===== src/rtl/cdc_pulse_tx.sv =====
// cdc_pulse_tx: transmit end of a toggle-based pulse crossing.
//
// Each single-cycle event on ipulse (iclk domain) becomes one transition of
// the level output o. Successive transitions are spaced at least HOLD_CYCLES
// iclk edges apart so the destination-side synchroniser cannot miss one.
// Events that arrive during a hold are counted in a pending queue. When the
// queue is full, further events are dropped and a sticky overflow flag is set.
//
// Ports:
//   iclk           source-domain clock
//   ireset         asynchronous, active-high reset
//   ipulse         event strobe (iclk-synchronous), one event per high cycle
//   overflow_clear clears the sticky overflow flag (a coincident drop wins)
//   o              registered toggle level to cross domains
//   busy           high while holding or while events are queued
//   pending        number of queued events not yet transmitted
//   overflow       sticky: an event was dropped
module cdc_pulse_tx #(
  parameter int HOLD_CYCLES   = 4,
  parameter int PENDING_WIDTH = 4
) (
  input  logic                     iclk,
  input  logic                     ireset,
  input  logic                     ipulse,
  input  logic                     overflow_clear,
  output logic                     o,
  output logic                     busy,
  output logic [PENDING_WIDTH-1:0] pending,
  output logic                     overflow
);

  localparam int TW = (HOLD_CYCLES > 1) ? $clog2(HOLD_CYCLES) : 1;
  localparam logic [TW-1:0]            TIMER_LOAD = TW'(HOLD_CYCLES - 1);
  localparam logic [PENDING_WIDTH-1:0] PEND_MAX   = '1;

  typedef enum logic {IDLE, HOLD} state_t;

  state_t                   state, state_nxt;
  logic [TW-1:0]            timer, timer_nxt;
  logic [PENDING_WIDTH-1:0] pending_nxt;
  logic                     q_nonempty, avail, fire, take_q, direct, enq, drop;

  always_comb begin
    state_nxt   = state;
    timer_nxt   = timer;
    fire        = 1'b0;
    take_q      = 1'b0;
    direct      = 1'b0;
    enq         = 1'b0;
    drop        = 1'b0;
    pending_nxt = pending;

    q_nonempty = (pending != '0);
    avail      = q_nonempty | ipulse;

    case (state)
      IDLE: begin
        if (avail) begin
          fire      = 1'b1;
          timer_nxt = TIMER_LOAD;
          state_nxt = HOLD;
        end
      end
      HOLD: begin
        if (timer != '0) begin
          timer_nxt = timer - TW'(1);
        end else if (avail) begin
          fire      = 1'b1;
          timer_nxt = TIMER_LOAD;
        end else begin
          state_nxt = IDLE;
        end
      end
      default: state_nxt = IDLE;
    endcase

    // The queue is served first; ipulse bypasses it only when nothing is queued.
    take_q = fire & q_nonempty;
    direct = fire & ~q_nonempty;

    // A full queue can still accept ipulse when a queued event leaves this edge.
    enq  = ipulse & ~direct & ((pending != PEND_MAX) | take_q);
    drop = ipulse & ~direct & (pending == PEND_MAX) & ~take_q;

    case ({enq, take_q})
      2'b10:   pending_nxt = pending + PENDING_WIDTH'(1);
      2'b01:   pending_nxt = pending - PENDING_WIDTH'(1);
      default: pending_nxt = pending;
    endcase

    busy = (state == HOLD) | q_nonempty;
  end

  always_ff @(posedge iclk or posedge ireset) begin
    if (ireset) begin
      state    <= IDLE;
      timer    <= '0;
      pending  <= '0;
      o        <= 1'b0;
      overflow <= 1'b0;
    end else begin
      state   <= state_nxt;
      timer   <= timer_nxt;
      pending <= pending_nxt;
      o       <= o ^ fire;
      if (drop)
        overflow <= 1'b1;
      else if (overflow_clear)
        overflow <= 1'b0;
    end
  end

endmodule

===== config.mk =====
export PLATFORM = sky130hd
export DESIGN_NAME = cdc_pulse_tx
export DESIGN_NICKNAME = d
export VERILOG_FILES = /design/src/rtl/cdc_pulse_tx.sv
export SDC_FILE = /design/constraint.sdc
export NUM_CORES = 1
export LEC_CHECK = 0
export CELL_PAD_IN_SITES_DETAIL_PLACEMENT = 1
export CELL_PAD_IN_SITES_GLOBAL_PLACEMENT = 2
export CORE_MARGIN = 10
export CORE_UTILIZATION = 29
export DETAILED_ROUTE_END_ITERATION = 16
export PLACE_DENSITY = 0.83
export SLEW_MARGIN = 20
export SYNTH_ARGS = -nofsm -noshare
export SYNTH_HDL_FRONTEND = slang
export SYNTH_SLANG_ARGS = --single-unit
export TNS_END_PERCENT = 20

===== constraint.sdc =====
create_clock -name iclk -period 2.1 [get_ports iclk]
set_clock_uncertainty 0.15 [all_clocks]
set_input_delay 0.315 -clock iclk [delete_from_list [all_inputs] [get_ports iclk]]
set_output_delay 0.315 -clock iclk [all_outputs]
set_load 0.01 [all_outputs]

Word level (Yosys, flattened, before mapping)

Index checks and enable logic that the tools add are counted.
Widths: inputs -> output; s select.

Bitwise gates (word level): 14
Multiply operators: 0
$add $sub $neg: 3
Equality and inequality tests: 4
Muxes and demuxes: 11
Divide/modulo/power cells: 0
Shifts and indexed selects: 0
Magnitude comparators: 0
Reductions and logical operators: 4

Operator list:

| cell                | count |
|---|---|
| $pmux 4 s2          | 1 |
| $and 1x1->1         | 6 |
| $reduce_bool 2->1   | 3 |
| $mux 1              | 5 |
| $add 4x1->4 const B | 1 |
| $eq 4x4->1 const B  | 1 |
| $mux 2              | 2 |
| $ne 4x4->1 const B  | 1 |
| $not 1->1           | 4 |
| $pmux 1 s2          | 2 |
| $pmux 2 s2          | 1 |
| $reduce_bool 4->1   | 1 |
| $sub 4x1->4 const B | 1 |
| $or 1x1->1          | 3 |
| $eq 2x1->1 const B  | 1 |
| $eq 2x2->1 const B  | 1 |
| $sub 2x1->2 const B | 1 |
| $xor 1x1->1         | 1 |

Word-level logic and storage cells: 41
Output and inout port bits: 7
Latch bits: 0
Memories: 0
Bits in read-only memories: 0
Bits in writable memories: 0
Flip-flop bits (word level): 9
Input port bits: 4

Logic depth before layout (Yosys ltp)

Gate-level depths: netlist of the first run.

Depth after elaboration: 11
Gate-level depth with buffers: 9
Gate-level depth less buffers: 8

Worst setup path after synthesis of the first run

Ideal clock, no wire load.

Path type: reg-to-reg
Start point: register pending[0]
End point: register pending[1]
Buffers on the path: 1
Clock period less this slack: 1,962 ps
Setup time: 104 ps
Required time: 1,846 ps
Cell stages (with the launch flop): 10
Setup slack: 138 ps
Data arrival time: 1,708 ps
Cells stage by stage: dfrtp_1 > buf_12 > or3_1 > nand3_1 > nand2_1 > ha_1 > inv_1 > nand3_1 > o21ai_0 > a221oi_1

Cells in the longest elaborated chain, start to end: 11
Elaborated cells between the ends (all ways): 19
Those cells by class: 2 x add/sub; 3 x eq/ne; 4 x mux; 8 x bitwise; 2 x reduce/logical

RTL lines:

| what                                     | line   | RTL |
|---|---|---|
| from (decl)                              | 28     | `output logic [PENDING_WIDTH-1:0] pending,` |
| from (signal assigned)                   | 104    | `pending <= pending_nxt;` |
| $reduce_bool 4->1                        | 53     | `q_nonempty = (pending != '0);` |
| $or 1x1->1                               | 54     | `avail = q_nonempty \| ipulse;` |
| $mux 1                                   | 58, 67 |  |
| $mux 1                                   | 65     | `if (timer != '0) begin` |
| $pmux 1 s2                               | 56     | `case (state)` |
| $and 1x1->1                              | 79     | `direct = fire & ~q_nonempty;` |
| $not 1->1                                | 82     | `enq = ipulse & ~direct & ((pending != PEND_MAX) \| take_q);` |
| $and 1x1->1 (2 in series)                | 82     |  |
| $eq 2x1->1 or $eq 2x2->1 (tied branches) | 85     | `case ({enq, take_q})` |
| $pmux 4 s2 *                             | 85     |  |
| via pending_nxt[1]                       | 40     | `logic [PENDING_WIDTH-1:0] pending_nxt;` |

Mark *: on every way through the listed nets, which the timed path passes. The rest lies on a longest branch.
A chain may end at the register's enable or synchronous reset.

Worst setup path in the final report of the first run

Start point: register pending[2]
End point: output busy

Cells in the longest elaborated chain, start to end: 2

RTL lines:

| what              | line | RTL |
|---|---|---|
| $reduce_bool 4->1 | 53   |  |
| $or 1x1->1        | 91   | `busy = (state == HOLD) \| q_nonempty;` |
| to (decl)         | 27   | `output logic busy,` |

No other way between the ends.

==> results of run 1 <==
## worst max-delay path: cells and delay by family, from the launching register on
family | cells | cell delay (ns)
buffers and inverters | 1 | 0.13
DFF | 1 | 0.38
and+or+nand+nor | 2 | 0.72
## cell type report
type,instances,area (um^2),area share
Sequential cell,9,225,0.315
Inverter,3,11.3,0.0158
Timing Repair Buffer,18,155,0.217
Tap cell,25,31.3,0.0438
Clock buffer,4,26.3,0.0368
Multi-Input combinational cell,41,265,0.371
## worst paths after layout
kind                       startpoint         end  slack, ns  cells after the start
max reg2reg                pending[2]  pending[1]       0.17                      8
max                        pending[2]        busy       0.14                      3
min in group iclk                   o           o       0.31                      1
min                            ireset    timer[0]       0.17                      2
min reg2reg                         o           o       0.31                      1
max in group asynchronous      ireset  pending[2]       1.36                      2
## through the flow
stage	setup WS [ns]	total power [uW]	setup TNS (ns)	std cells
final	0.143	1070	0	100
after global routing	0.0896	1180	0	100
after CTS	0.0201	1090	0	100
after detailed placement	-0.0258	938	-0.0258	96
after global placement	0.0326	919	0	96
after floorplan	0.138	714	0	56
## per-layer routing
layer  wire [um]  vias to the layer above  GRT usage
li1            -                      240          -
met1         661                      239     0.0868
met2         613                       12      0.112
met3          55                        2     0.0215
met4          21                        0     0.0670
met5           0                        -          0
## report_power, final
part / internal [uW] / switching (uW)
logic: 320 / 299
clock network: 73.2 / 59.7
registers: 243 / 77.0
## kinds of logic (layout without fill, tap and decap cells)
kind of cell,count (synthesis),count (layout),synth area share
AND/OR/NAND/NOR,20,20,0.204
AO/OA/AOI/OAI,17,17,0.211
flip-flops,9,9,0.423
buffers and inverters,6,25,0.0892
XOR/XNOR,3,3,0.0493
adder cells (fa/ha/maj),1,1,0.0235
## flip-flops by register name, summed over array words and instances, names as in the netlist
register,cells
o,1
overflow,1
pending,4
state,1
timer,2
## cells in the final DEF, fill, tap and decap left out, types with 2 or more instances in the layout
| cell type | instances |
|---|---|
| sky130_fd_sc_hd__a21oi_1 | 4 |
| sky130_fd_sc_hd__buf_4 | 8 |
| sky130_fd_sc_hd__clkbuf_4 | 3 |
| sky130_fd_sc_hd__clkdlybuf4s50_1 | 9 |
| sky130_fd_sc_hd__dfrtp_1 | 9 |
| sky130_fd_sc_hd__inv_1 | 3 |
| sky130_fd_sc_hd__nand2_1 | 6 |
| sky130_fd_sc_hd__nand3_1 | 4 |
| sky130_fd_sc_hd__nor2_1 | 3 |
| sky130_fd_sc_hd__o21ai_0 | 3 |
| sky130_fd_sc_hd__o22ai_1 | 2 |
| sky130_fd_sc_hd__xor2_1 | 2 |
## timing repair
item,in CTS,in global routing
hold buffers,0,0
pin swaps,0,0
setup endpoints to repair,1,1
gates resized for setup,3,1
==> insert_results.sql, run 1 <==
INSERT INTO impl_metrics (metric_group, metric, value, unit) VALUES
('status', 'run_status', 'finished, final reports clean', ''),
('route', 'final_antenna_net_count', '0', ''),
('critical_path', 'cp-start-kind', 'register', ''),
('layout', 'nFillCells', '216', ''),
('critical_path', 'end_kind', 'output port', ''),
('floorplanning', 'initial_core_util', '0.309', ''),
('global_routing', 'grt_first_pass_wirelength', '2.43', 'mm'),
('flow_run', 'timing.max_cap.violations', '0', ''),
('yosys', 'post_synth_instance_area', '533', 'um^2'),
('sta', 'timing.final.hold_violations', '0', ''),
('critical_path', 'crit_path_top_delay_cell', 'sky130_fd_sc_hd__or3_4', ''),
('yosys', 'synth.most_common_cell', 'sky130_fd_sc_hd__dfrtp_1', ''),
('yosys', 'synth_enable_flop_cells', '0', ''),
('sta', 'timing_max_transition_violations_final', '0', ''),
('cts', 'post-cts-setup-buffer-count', '0', ''),
('hold_path', 'min-delay-path-class', 'input port to async pin', ''),
('yosys', 'total_number_of_yosys_warnings', '0', ''),
('route', 'detailedRoute.firstPassIterationCount', '2', ''),
('cts', 'cts-buffers-inserted', '3', ''),
('yosys', 'ys_ff_latch', '9', ''),
('layout', 'number_of_diodes', '0', ''),
('cts', 'cts.path.max_buffers', '2', ''),
('cts', 'cts.htree.levels', '1', ''),
('yosys', 'synth_top_cell_area_share', '0.423', ''),
('sta', 'timing.hold.ws', '0.173', 'ns'),
('global_routing', 'globalRouteTotalUtil', '0.0759', ''),
('sta', 'rsz0062_at_grt', 'no', ''),
('yosys', 'synth_top_cell_by_area', 'sky130_fd_sc_hd__dfrtp_1', ''),
('critical_path', 'crit_required', '1.63', 'ns'),
('sta', 'finalCritPeriodShare', '0.932', ''),
('route', 'drt_first_iter_violations', '6', ''),
('yosys', 'synth_sequential_area_ratio', '0.423', ''),
('yosys', 'post_synth_inst_count', '56', ''),
('layout', 'design_area', '714', 'um^2'),
('yosys', 'synthTopCellsByCount', '9 x sky130_fd_sc_hd__dfrtp_1, 6 x sky130_fd_sc_hd__nand2_1, 4 x sky130_fd_sc_hd__a21oi_1, 4 x sky130_fd_sc_hd__nand3_1', ''),
('cts', 'clkSlewWorstSetupHoldPaths', '0.06', 'ns'),
('yosys', 'synth_area_leaders', 'sky130_fd_sc_hd__dfrtp_1 42%, sky130_fd_sc_hd__nand2_1 4.2%, sky130_fd_sc_hd__a21oi_1 3.8%', ''),
('yosys', 'synthesis.area_per_instance', '9.52', 'um^2'),
('route', 'drt_drc_violations_left', '0', ''),
('layout', 'fin_util', '0.414', ''),
('global_routing', 'grt_pass1_vias', '545', ''),
('yosys', 'synth.lib_cells_used.distinct', '28', ''),
('sta', 'layout_min_cycle_time', '1.96', 'ns'),
('global_routing', 'globalRoute.totalOverflow', '0', ''),
('power_and_ir_drop', 'powerDensity', '1500', 'nW/um^2'),
('power_and_ir_drop', 'power.ir.vdd_worst', '0.371', 'mV'),
('floorplanning', 'pin_count', '11', ''),
('layout', 'flow.area_growth_from_synthesis', '34.0', '%'),
('yosys', 'main_synth_ff_type', 'sky130_fd_sc_hd__dfrtp_1', ''),
('power_and_ir_drop', 'leakagePower', '0.000300', 'uW'),
('global_routing', 'initial_antenna_violation_count', '0', ''),
('critical_path', 'criticalPathCategory', 'register to output port', ''),
('cts', 'cts.sink_count', '9', ''),
('placement', 'port_buffers', '10', ''),
('critical_path', 'critical_path_maximum_fanout', '3', ''),
('sta', 'timing.max_slew.rel_slack', '0.758', ''),
('placement', 'dpl_cell_area', '688', 'um^2'),
('floorplanning', 'floorplan.rows', '15', ''),
('cts', 'clock-root-buffer', 'sky130_fd_sc_hd__clkbuf_4', ''),
('route', 'viasPerCell', '4.93', ''),
('floorplanning', 'die_area', '3950', 'um^2'),
('route', 'vias_after_detailed_routing', '493', ''),
('global_routing', 'maximum_number_of_pins_on_one_net_before_global_route_repair', '11', ''),
('floorplanning', 'die_w', '62.9', 'um'),
('layout', 'final_net_count', '81', ''),
('cts', 'clock_insertion_delay_worst_skew', '0.26', 'ns'),
('critical_path', 'slowest_delay', '0.41', 'ns'),
('yosys', 'synth.net_count', '61', ''),
('route', 'detail_route.wirelength', '1.35', 'mm'),
('floorplanning', 'coreArea', '1730', 'um^2'),
('yosys', 'async_flop_share', '1.00', ''),
('layout', 'post_route_cells_drive_above_1_share', '0.213', ''),
('critical_path', 'crit_arrival', '1.49', 'ns'),
('floorplanning', 'die_y', '62.9', 'um'),
('critical_path', 'path_cells', 'or3_4 -> or3_1 -> clkbuf_2', ''),
('sta', 'clock.fmax', '0.511', 'GHz'),
('cts', 'cts_tree', 'built', ''),
('route', 'post_drt_wl_per_cell', '13.5', 'um'),
('sta', 'setup_viol', '0', ''),
('placement', 'detailedPlacementHpwl', '1.05', 'mm'),
('placement', 'place.gp.congestion', '0.735', ''),
('sta', 'transition_at_the_pin_with_the_smallest_max_transition_slack', '0.362', 'ns');
Power figures use the tool's default switching activity.
==> run 2, diff against run 1 <==
PLACE_DENSITY = 0.78   (was 0.83)
==> run 2 against run 1 <==
Net effect:
- combinational power about the same
- sequential share of layout area decreased by 0.33 points
- flip-flop and latch count unchanged
- via count decreased by 1.2%
- largest power group unchanged
==> insert_results.sql, run 2 (synthesis gave the netlist of run 1 again) <==
INSERT INTO impl_metrics (metric_group, metric, value, unit) VALUES
('status', 'run_status', 'finished, final reports clean', ''),
('critical_path', 'worstReg2RegEnd', 'pending[1]', ''),
('cts', 'clock_insertion_delay_worst_skew', '0.26', 'ns'),
('route', 'viasPerCell', '4.82', ''),
('global_routing', 'met3_usage', '0.0269', ''),
('route', 'vias_after_detailed_routing', '487', ''),
('critical_path', 'end_kind', 'register', ''),
('floorplanning', 'initial_core_util', '0.309', ''),
('power_and_ir_drop', 'power.switching', '439', 'uW'),
('flow_run', 'timing.max_cap.violations', '0', ''),
('cts', 'clkSlewWorstSetupHoldPaths', '0.06', 'ns'),
('cts', 'cts.sink_count', '9', ''),
('route', 'drt_drc_violations_left', '0', ''),
('global_routing', 'globalRoute.totalOverflow', '0', ''),
('placement', 'place_ws', '-0.0181', 'ns'),
('route', 'detailedRoute.firstPassIterationCount', '4', ''),
('hold_path', 'min-delay-path-class', 'input port to async pin', ''),
('critical_path', 'crit_required', '2.11', 'ns'),
('global_routing', 'grt_pass1_vias', '509', ''),
('placement', 'port_buffers', '10', ''),
('sta', 'timing.final.hold_violations', '0', ''),
('sta', 'timing.max_slew.rel_slack', '0.774', ''),
('cts', 'cts.path.max_buffers', '2', ''),
('layout', 'registers.top_by_ff_count', 'pending', ''),
('critical_path', 'critical_path_maximum_fanout', '6', ''),
('power_and_ir_drop', 'power.clock.fraction', '0.126', ''),
('critical_path', 'worstSetupStartpoint', 'timer[0]', ''),
('power_and_ir_drop', 'intPower', '637', 'uW'),
('layout', 'final_cell_count_no_fill', '101', ''),
('critical_path', 'criticalPathCategory', 'register to register', ''),
('sta', 'transition_at_the_pin_with_the_smallest_max_transition_slack', '0.338', 'ns'),
('power_and_ir_drop', 'power.ir.vdd_worst', '0.431', 'mV'),
('route', 'detail_route.wirelength', '1.37', 'mm'),
('route', 'final_antenna_net_count', '0', ''),
('layout', 'top_regs', 'pending x4, timer x2', ''),
('power_and_ir_drop', 'p_total', '1080', 'uW'),
('layout', 'number_of_diodes', '0', ''),
('power_and_ir_drop', 'leakagePower', '0.000305', 'uW'),
('route', 'drt_first_iter_violations', '5', ''),
('sta', 'setup_viol', '0', ''),
('critical_path', 'rr_startpoint', 'timer[0]', ''),
('global_routing', 'global_route.usage.met2', '0.0977', ''),
('sta', 'rsz0062_at_grt', 'no', ''),
('critical_path', 'crit_arrival', '1.99', 'ns'),
('layout', 'design_area', '722', 'um^2'),
('critical_path', 'timing.reg2reg.setup_slack', '0.12', 'ns'),
('global_routing', 'globalRouteTotalUtil', '0.0777', ''),
('power_and_ir_drop', 'power.sequential.fraction', '0.299', ''),
('floorplanning', 'die_area', '3950', 'um^2'),
('placement', 'placed_cells', '97', ''),
('floorplanning', 'pin_count', '11', ''),
('cts', 'cts.htree.levels', '1', ''),
('critical_path', 'reg2reg_depth', '8', ''),
('cts', 'cts-buffers-inserted', '3', ''),
('layout', 'flow.area_growth_from_synthesis', '35.4', '%'),
('cts', 'cts_tree', 'built', ''),
('global_routing', 'initial_antenna_violation_count', '0', ''),
('power_and_ir_drop', 'powerDensity', '1490', 'nW/um^2'),
('critical_path', 'cp-start-kind', 'register', ''),
('layout', 'final_net_count', '82', ''),
('sta', 'finalCritPeriodShare', '0.944', ''),
('floorplanning', 'die_y', '62.9', 'um'),
('layout', 'largest_reg_flops', '4', ''),
('route', 'post_drt_wl_per_cell', '13.6', 'um'),
('layout', 'layout.cells.most_common_list', '9 x sky130_fd_sc_hd__clkdlybuf4s50_1, 9 x sky130_fd_sc_hd__dfrtp_1, 9 x sky130_fd_sc_hd__buf_4, 6 x sky130_fd_sc_hd__nand2_1', ''),
('floorplanning', 'floorplan.rows', '15', ''),
('placement', 'dpl_cell_area', '696', 'um^2'),
('floorplanning', 'die_w', '62.9', 'um'),
('sta', 'setup_ws', '0.117', 'ns'),
('sta', 'final.setup.tns', '0', 'ns'),
('critical_path', 'setup.worst_path.end', 'pending[1]', ''),
('floorplanning', 'coreArea', '1730', 'um^2'),
('global_routing', 'grt_first_pass_wirelength', '2.40', 'mm'),
('power_and_ir_drop', 'power_frac_comb', '0.575', ''),
('power_and_ir_drop', 'switching_share', '0.408', ''),
('global_routing', 'global_route.usage.met1', '0.0968', ''),
('placement', 'detailedPlacementHpwl', '1.06', 'mm'),
('sta', 'clock.fmax', '0.504', 'GHz'),
('sta', 'timing_max_transition_violations_final', '0', ''),
('cts', 'clock-root-buffer', 'sky130_fd_sc_hd__clkbuf_4', ''),
('sta', 'layout_min_cycle_time', '1.98', 'ns'),
('layout', 'post_route_cells_drive_above_1_share', '0.224', ''),
('layout', 'nFillCells', '217', ''),
('placement', 'place.gp.congestion', '0.798', ''),
('global_routing', 'top_usage_layer', 'met2', ''),
('global_routing', 'maximum_number_of_pins_on_one_net_before_global_route_repair', '11', '');
==> run 2: cell types whose count changed in the layout (fill, tap and decap cells not counted) <==
| cell | change |
|---|---|
| sky130_fd_sc_hd__buf_4 | +1 |
==> run 2: layer usage <==
metal | vias to the layer above | share of wire | wire length (um)
met1 | 228 | 0.51 | 696
li1 | 240 | - | -
met3 | 5 | 0.050 | 68
met5 | - | 0 | 0
met4 | 0 | 0.044 | 60
met2 | 14 | 0.40 | 546
==> run 2: cell type report <==
| cell class | instances | area [um^2] | area share |
|---|---|---|---|
| Multi-Input combinational cell | 41 | 265 | 0.367 |
| Sequential cell | 9 | 225 | 0.312 |
| Timing Repair Buffer | 19 | 163 | 0.225 |
| Tap cell | 25 | 31.3 | 0.0433 |
| Clock buffer | 4 | 26.3 | 0.0364 |
| Inverter | 3 | 11.3 | 0.0156 |
==> run 2: per-stage QoR <==
stage          utilization  hold slack (ns)
2_1_floorplan            -         -0.00708
5_1_grt              0.418            0.195
3_3_place_gp         0.403            0.305
4_1_cts              0.421            0.171
3_5_place_dp         0.403            0.309
6_report             0.418            0.158
==> run 2: worst min path at each step <==
stage	from	endpoint	slack [ns]	cells past startpoint
after global routing	ireset	pending[1]	0.20	2
after floorplan	ireset	o	-0.007	1
final	ireset	state	0.16	2
after detailed placement	o	o	0.31	1
after global placement	o	o	0.31	1
after CTS	ireset	pending[1]	0.17	2
==> run 2: worst max-delay path, stage by stage (launching register included) <==
cell and delay [ns]:
sky130_fd_sc_hd__dfrtp_1 0.45, sky130_fd_sc_hd__o21a_1 0.23, sky130_fd_sc_hd__o21ai_0 0.23, sky130_fd_sc_hd__nand2_1 0.09
sky130_fd_sc_hd__ha_1 0.27, sky130_fd_sc_hd__inv_1 0.05, sky130_fd_sc_hd__nand3_1 0.05, sky130_fd_sc_hd__o21ai_0 0.08
sky130_fd_sc_hd__a221oi_1 0.27
==> run 2: power groups by stage <==
stage	clock network, uW	registers (uW)	logic (uW)
3_3_place_gp	0	316	606
5_1_grt	149	334	692
2_1_floorplan	0	351	363
6_report	135	322	619
3_5_place_dp	0	321	619
4_1_cts	140	320	631
==> run 2: timing repair <==
action	CTS	global route
resized for setup	3	1
setup endpoints to repair	1	1
hold buffers	0	0
setup buffers	0	0
